===== src/rtl/crop_window.sv =====
// -----------------------------------------------------------------------------
// crop_window
//   Takes a single-pixel raster AXI-Stream and forwards only the
//   OUT_ROWS x OUT_COLS window whose top-left corner is (crop_x0, crop_y0).
//   Every other pixel is accepted and dropped. The output stream is framed:
//   tuser marks the first window pixel of a frame and tlast marks the last
//   pixel of each window line.
//
// Ports
//   clk            single clock
//   s_axis_resetn  synchronous active-low reset
//   s_axis_*       input pixel stream (tuser = start of frame)
//   crop_x0/y0     window origin, latched on the SOF beat and clamped so the
//                  window always fits inside the frame
//   m_axis_*       cropped pixel stream, one output register, 1-cycle latency
//
// Optional feature (macro CROP_WINDOW_STATUS_EN)
//   frame_done     one-cycle pulse on the output beat carrying the last
//                  window pixel of a frame
//   err_sof_early  sticky flag, set when an SOF arrives while a frame is
//                  still being scanned; cleared only by reset
// -----------------------------------------------------------------------------
module crop_window #(
  parameter int PIXEL_BIT_WIDTH = 16,
  parameter int IN_ROWS         = 100,
  parameter int IN_COLS         = 160,
  parameter int OUT_ROWS        = 48,
  parameter int OUT_COLS        = 48
) (
  input  logic                       clk,
  input  logic                       s_axis_resetn,
  input  logic                       s_axis_tvalid,
  output logic                       s_axis_tready,
  input  logic [PIXEL_BIT_WIDTH-1:0] s_axis_tdata,
  input  logic                       s_axis_tuser,
  input  logic [$clog2(IN_COLS)-1:0] crop_x0,
  input  logic [$clog2(IN_ROWS)-1:0] crop_y0,
  output logic                       m_axis_tvalid,
  input  logic                       m_axis_tready,
  output logic [PIXEL_BIT_WIDTH-1:0] m_axis_tdata,
  output logic                       m_axis_tuser,
  output logic                       m_axis_tlast
`ifdef CROP_WINDOW_STATUS_EN
  ,
  output logic                       frame_done,
  output logic                       err_sof_early
`endif
);

  localparam int CW = $clog2(IN_COLS);
  localparam int RW = $clog2(IN_ROWS);

  localparam logic [CW-1:0] X0_MAX   = CW'(IN_COLS - OUT_COLS);
  localparam logic [RW-1:0] Y0_MAX   = RW'(IN_ROWS - OUT_ROWS);
  localparam logic [CW-1:0] LAST_COL = CW'(IN_COLS - 1);
  localparam logic [RW-1:0] LAST_ROW = RW'(IN_ROWS - 1);
  // Window extents in one extra bit so origin + size can never wrap.
  localparam logic [CW:0]   OUT_COLS_W = (CW+1)'(OUT_COLS);
  localparam logic [RW:0]   OUT_ROWS_W = (RW+1)'(OUT_ROWS);

  typedef enum logic [1:0] {
    ST_IDLE   = 2'd0,
    ST_ACTIVE = 2'd1,
    ST_DONE   = 2'd2
  } state_t;

  state_t                     r_state;
  state_t                     w_state_nxt;
  logic [RW-1:0]              r_row;
  logic [CW-1:0]              r_col;
  logic [RW-1:0]              w_row_nxt;
  logic [CW-1:0]              w_col_nxt;
  logic [CW-1:0]              r_x0;
  logic [RW-1:0]              r_y0;

  logic                       r_m_tvalid;
  logic [PIXEL_BIT_WIDTH-1:0] r_m_tdata;
  logic                       r_m_tuser;
  logic                       r_m_tlast;

  logic                       w_in_beat;
  logic                       w_pix_live;
  logic [RW-1:0]              w_cur_row;
  logic [CW-1:0]              w_cur_col;
  logic [CW-1:0]              w_cur_x0;
  logic [RW-1:0]              w_cur_y0;
  logic [CW-1:0]              w_x0_clamp;
  logic [RW-1:0]              w_y0_clamp;
  logic [RW:0]                w_row_ext;
  logic [CW:0]                w_col_ext;
  logic [RW:0]                w_y0_ext;
  logic [CW:0]                w_x0_ext;
  logic                       w_in_window;
  logic                       w_is_first;
  logic                       w_is_tlast;

  assign w_x0_clamp = (crop_x0 > X0_MAX) ? X0_MAX : crop_x0;
  assign w_y0_clamp = (crop_y0 > Y0_MAX) ? Y0_MAX : crop_y0;
  assign w_in_beat  = s_axis_tvalid & s_axis_tready;

  // Position and window origin that apply to the pixel currently on the input.
  // An SOF pixel is always (0,0) and uses the freshly clamped origin, so the
  // window test is correct on the very beat that latches the origin.
  always_comb begin
    w_cur_row  = r_row;
    w_cur_col  = r_col;
    w_cur_x0   = r_x0;
    w_cur_y0   = r_y0;
    w_pix_live = 1'b0;
    if (s_axis_tuser) begin
      w_cur_row  = {RW{1'b0}};
      w_cur_col  = {CW{1'b0}};
      w_cur_x0   = w_x0_clamp;
      w_cur_y0   = w_y0_clamp;
      w_pix_live = 1'b1;
    end else begin
      case (r_state)
        ST_ACTIVE: w_pix_live = 1'b1;
        default:   w_pix_live = 1'b0;
      endcase
    end
  end

  assign w_row_ext = {1'b0, w_cur_row};
  assign w_col_ext = {1'b0, w_cur_col};
  assign w_y0_ext  = {1'b0, w_cur_y0};
  assign w_x0_ext  = {1'b0, w_cur_x0};

  assign w_in_window = w_pix_live
                     & (w_row_ext >= w_y0_ext) & (w_row_ext < (w_y0_ext + OUT_ROWS_W))
                     & (w_col_ext >= w_x0_ext) & (w_col_ext < (w_x0_ext + OUT_COLS_W));
  assign w_is_first  = (w_cur_row == w_cur_y0) & (w_cur_col == w_cur_x0);
  assign w_is_tlast  = (w_col_ext == (w_x0_ext + OUT_COLS_W - (CW+1)'(1)));

  // Only window pixels can be blocked by a full output register.
  assign s_axis_tready = s_axis_resetn & (~w_in_window | ~r_m_tvalid | m_axis_tready);

  // Raster counter advance and frame state on each accepted live pixel.
  always_comb begin
    w_state_nxt = r_state;
    w_row_nxt   = r_row;
    w_col_nxt   = r_col;
    if (w_in_beat && w_pix_live) begin
      if (w_cur_col == LAST_COL) begin
        w_col_nxt = {CW{1'b0}};
        if (w_cur_row == LAST_ROW) begin
          w_row_nxt   = {RW{1'b0}};
          w_state_nxt = ST_DONE;
        end else begin
          w_row_nxt   = w_cur_row + RW'(1);
          w_state_nxt = ST_ACTIVE;
        end
      end else begin
        w_col_nxt   = w_cur_col + CW'(1);
        w_row_nxt   = w_cur_row;
        w_state_nxt = ST_ACTIVE;
      end
    end else begin
      w_state_nxt = r_state;
    end
  end

  // State, raster counters and per-frame window origin.
  always_ff @(posedge clk) begin
    if (!s_axis_resetn) begin
      r_state <= ST_IDLE;
      r_row   <= {RW{1'b0}};
      r_col   <= {CW{1'b0}};
      r_x0    <= {CW{1'b0}};
      r_y0    <= {RW{1'b0}};
    end else begin
      r_state <= w_state_nxt;
      r_row   <= w_row_nxt;
      r_col   <= w_col_nxt;
      if (w_in_beat && s_axis_tuser) begin
        r_x0 <= w_x0_clamp;
        r_y0 <= w_y0_clamp;
      end
    end
  end

  // Single output register: load a window pixel, otherwise empty on a
  // downstream beat, otherwise hold everything stable.
  always_ff @(posedge clk) begin
    if (!s_axis_resetn) begin
      r_m_tvalid <= 1'b0;
      r_m_tdata  <= {PIXEL_BIT_WIDTH{1'b0}};
      r_m_tuser  <= 1'b0;
      r_m_tlast  <= 1'b0;
    end else if (w_in_beat && w_in_window) begin
      r_m_tvalid <= 1'b1;
      r_m_tdata  <= s_axis_tdata;
      r_m_tuser  <= w_is_first;
      r_m_tlast  <= w_is_tlast;
    end else if (m_axis_tready) begin
      r_m_tvalid <= 1'b0;
    end
  end

  assign m_axis_tvalid = r_m_tvalid;
  assign m_axis_tdata  = r_m_tdata;
  assign m_axis_tuser  = r_m_tuser;
  assign m_axis_tlast  = r_m_tlast;

`ifdef CROP_WINDOW_STATUS_EN
  logic w_is_last_px;
  logic r_frame_last;
  logic r_err_sof_early;

  assign w_is_last_px = w_is_tlast
                      & (w_row_ext == (w_y0_ext + OUT_ROWS_W - (RW+1)'(1)));

  // Tags the buffered pixel as the frame's last window pixel; sticky early-SOF flag.
  always_ff @(posedge clk) begin
    if (!s_axis_resetn) begin
      r_frame_last    <= 1'b0;
      r_err_sof_early <= 1'b0;
    end else begin
      if (w_in_beat && w_in_window) begin
        r_frame_last <= w_is_last_px;
      end
      if (w_in_beat && s_axis_tuser && (r_state == ST_ACTIVE)) begin
        r_err_sof_early <= 1'b1;
      end
    end
  end

  assign frame_done    = r_m_tvalid & m_axis_tready & r_frame_last;
  assign err_sof_early = r_err_sof_early;
`endif

endmodule


===== config.mk =====
export PLATFORM = sky130hd
export DESIGN_NAME = crop_window
export DESIGN_NICKNAME = d
export VERILOG_FILES = /design/src/rtl/crop_window.sv
export SDC_FILE = /design/constraint.sdc
export NUM_CORES = 1
export LEC_CHECK = 0
export BUFFER_PORTS_ARGS = -buffer_cell sky130_fd_sc_hd__buf_4
export CORE_UTILIZATION = 40
export CTS_CLUSTER_DIAMETER = 50
export DETAILED_ROUTE_END_ITERATION = 16
export HOLD_SLACK_MARGIN = 0.02
export PLACE_DENSITY = 0.68
export SKIP_CTS_REPAIR_TIMING = 1
export SLEW_MARGIN = 25
export SYNTH_ARGS = -nofsm -noshare
export SYNTH_HDL_FRONTEND = slang
export SYNTH_SLANG_ARGS = --single-unit

===== constraint.sdc =====
create_clock -name clk -period 9.3 [get_ports clk]
set_clock_uncertainty 0.1 [all_clocks]
set_input_delay 0.465 -clock clk [delete_from_list [all_inputs] [get_ports clk]]
set_output_delay 0.465 -clock clk [all_outputs]
set_load 0.005 [all_outputs]

==> results.py <==
metrics = {
    "global_routing": {
        "grt_pass1_vias": 3365,
        "use_met3": 0.0230,
        "top_usage_layer": "met2",
        "antenna_found_initial": 0,
        "grt_pass1_wl_um": 16000,
        "grt_usage": 0.203,
        "use_met2": 0.357,
        "overflow": 0,
        "grt_start_max_net_pins": 47,
        "globalRouteMet1Util": 0.261,
    },
    "floorplanning": {
        "die_area_sq_um": 9470,
        "start_util": 0.414,
        "io_pins": 56,
        "core-area_sq_um": 8760,
        "dieHeight_um": 97.3,
        "num_rows": 34,
        "dieWidth_um": 97.3,
    },
    "setup_path": {
        "cp_slowest_cell": "or4_1",
        "cp.buffers_inverters": 3,
        "cpPeakStageDelay_ns": 0.98,
        "r2r_end": "r_col[7]",
        "startpoint_type": "input port",
        "crit_chain": "buf_4, inv_1, o31ai_1, inv_1, ha_1, a21oi_1, a211o_1, a21oi_1, or4_1, o21ai_4, mux2_1",
        "crit_end": "r_col[7]",
        "setup.worst_path.class": "in -> reg",
        "cp_data_arrival_time_ns": 4.51,
        "critical_path.max_fanout": 46,
        "rr_worst_depth": 11,
        "regToRegStartpoint": "r_x0[5]",
        "rrSetupSlack_ns": 5.10,
        "cp_data_required_time_ns": 9.39,
        "cp-end-kind": "flop",
        "crit_path_start": "s_axis_tuser",
        "cp_top_family": "compound AO/OA/AOI/OAI gates",
        "path_depth": 11,
    },
    "drt": {
        "drc": 0,
        "antenna_left": 0,
        "drtIter0Drc": 251,
        "wl_um": 9430,
        "vias": 3504,
        "dr.pass1.iters": 4,
        "wl_per_cell_um": 15.5,
        "avgViaCountPerCell": 5.74,
    },
    "synth": {
        "synth_fa_ha_area_frac": 0.0999,
        "synth_area_sq_um": 3630,
        "synth-simple-area-share": 0.249,
        "ys_types": 61,
        "synth_top_family_by_area": "simple AND/OR/NAND/NOR gates",
        "synth.avg_cell_area_sq_um": 7.79,
        "synth-compound-area-share": 0.235,
        "yosysSeqAreaShare": 0.281,
        "async_flop_share": 0,
        "syn_nets": 531,
        "synthCells": 466,
        "yosysWarnings": 0,
        "synth_xor_area_frac": 0.0265,
        "ys.flop_type": "dfxtp_1",
        "synth-edff-count": 0,
        "synth_mux_area_frac": 0.0558,
        "ys_ff_latch": 51,
    },
    "timing": {
        "post-route-period-util": 0.475,
        "finalHoldViolCount": 0,
        "rsz0062_at_grt": "no",
        "finalSetupTns_ns": 0,
        "drv_slew": 0,
        "fmax_ghz": 0.227,
        "max_slew_margin": 0.342,
        "fin_crit_ns": 4.41,
        "setup_viol": 0,
        "timing.hold.ws_ns": 0.298,
        "worstMarginPinSlew_ns": 0.987,
    },
    "clock_network": {
        "cts-root-buf": "clkbuf_8",
        "numCtsBuffers": 5,
        "h-tree-depth": 2,
        "cts.reportedPaths.clkPinSlew_ns": 0.10,
        "clkLatencyLatePin_ns": 0.31,
        "cts_tree": "yes",
        "cts_max_path_buffers": 2,
        "cts_sinks": 51,
    },
    "placement": {
        "gp_congestion": 0.847,
        "portBuffers": 55,
        "dp_hpwl_um": 6900,
    },
    "finish": {
        "insertedDiodeCount": 0,
        "finalNetCount": 566,
        "syn_to_final_growth_pct": 14.5,
        "drive_gt1_frac": 0.147,
    },
    "min_path": {
        "hp-class": "in -> reg",
    },
    "run": {
        "max-cap-violations": 0,
    },
    "power": {
        "power_density_nw_per_um2": 110,
        "ir_drop_uv": 66.8,
        "power_leakage_nw": 1.74,
    },
    "status": {
        "outcome": "complete, no violations",
    },
}
==> cells by family (layout without fill, tap and decap cells) <==
logic type,after synthesis,in the layout
DFF,51,51
AOI/OAI and AO/OA,135,135
buffers and inverters,43,79
xor gates and xnor gates,11,11
and+or+nand+nor,177,177
muxes,20,20
adders and majority gates,29,29
==> cells in the final DEF (no fill, tap or decap), types with 8 or more instances in the layout <==
cell type,count
ha_1,29
nand3_1,29
buf_4,56
a31oi_1,10
a21oi_1,39
dfxtp_1,51
mux2i_1,18
nor3_1,9
nand4_1,9
nand2_1,53
inv_1,13
nor2_1,24
nor2b_1,18
o21ai_1,10
o211ai_1,8
o21ai_0,25
==> metal layers <==
layer	wire (um)	part of all wire
met3	245	0.026
met2	4830	0.51
met5	0	0
met4	129	0.014
met1	4230	0.45
==> power by group <==
| group | switching [mW] | internal [mW] |
|---|---|---|
| registers | 0.00289 | 0.222 |
| clock network | 0.0811 | 0.0611 |
| logic | 0.0536 | 0.0378 |
==> synth_stat cells, types with 3 or more instances <==
library cell,count,share of area
a211o_1,5,0.012
a211oi_1,7,0.014
a21o_1,7,0.014
a21oi_1,39,0.054
a31oi_1,10,0.017
and3_1,4,0.0069
buf_1,3,0.0031
buf_2,4,0.0055
buf_6,3,0.0093
clkbuf_1,17,0.018
dfxtp_1,51,0.28
ha_1,29,0.10
inv_1,13,0.013
mux2i_1,18,0.050
nand2_1,53,0.055
nand2b_1,5,0.0086
nand3_1,29,0.040
nand4_1,9,0.016
nor2_1,25,0.026
nor2b_1,18,0.031
nor3_1,9,0.012
nor4_1,6,0.010
o211ai_1,8,0.017
o21ai_0,25,0.034
o21ai_1,10,0.014
o21bai_1,3,0.0062
o22ai_1,4,0.0069
or3_1,5,0.0086
xnor2_1,7,0.017
xor2_1,4,0.0096
==> flip-flops by register name (all words and copies together), names as in the netlist <==
register	count
m_axis_tuser	1
r_row	7
m_axis_tvalid	1
r_x0	8
m_axis_tdata	16
r_state	2
m_axis_tlast	1
r_y0	7
r_col	8
==> how the worst min path moves through the flow <==
stage,from,end,slack (ns),cells after the start
floorplan,r_col[1],r_col[1],0.32,2
global placement,r_col[1],r_col[1],0.34,2
detailed placement,r_col[1],r_col[1],0.35,2
CTS,s_axis_tdata[8],m_axis_tdata[8],0.30,3
global route,s_axis_tdata[4],m_axis_tdata[4],0.30,3
finish,s_axis_tdata[9],m_axis_tdata[9],0.30,3
==> area by class of cell <==
type / count / area, sq um
fill: 869 / 4600
clock buffer: 6 / 82.6
timing repair buffer: 56 / 420
multi-input combinational: 372 / 2430
inverter: 15 / 56.3
clock inverter: 2 / 13.8
tap: 108 / 135
sequential: 51 / 1020
==> stage by stage <==
stage	cells	total power [mW]	setup slack [ns]	utilization	instance area, sq um
3_5_place_dp	602	0.321	4.62	0.464	4060
6_report	610	0.459	4.89	0.475	4160
3_3_place_gp	602	0.319	4.71	0.463	4060
4_1_cts	610	0.461	4.94	0.475	4160
2_1_floorplan	466	0.293	4.85	-	3630
5_1_grt	610	0.481	4.57	0.475	4160
==> worst register-to-register path, cell delays in order (launching register included) <==
cell and delay (ns):
dfxtp_1 0.33, o21ai_0 0.41, ha_1 0.28, or3b_1 0.35
o211a_2 0.15, inv_2 0.07, ha_1 0.23, a211oi_1 0.21
a21oi_1 0.16, or4_1 0.98, o21ai_4 0.47, mux2_1 0.36
No activity file was read; power rests on OpenSTA's default activity.
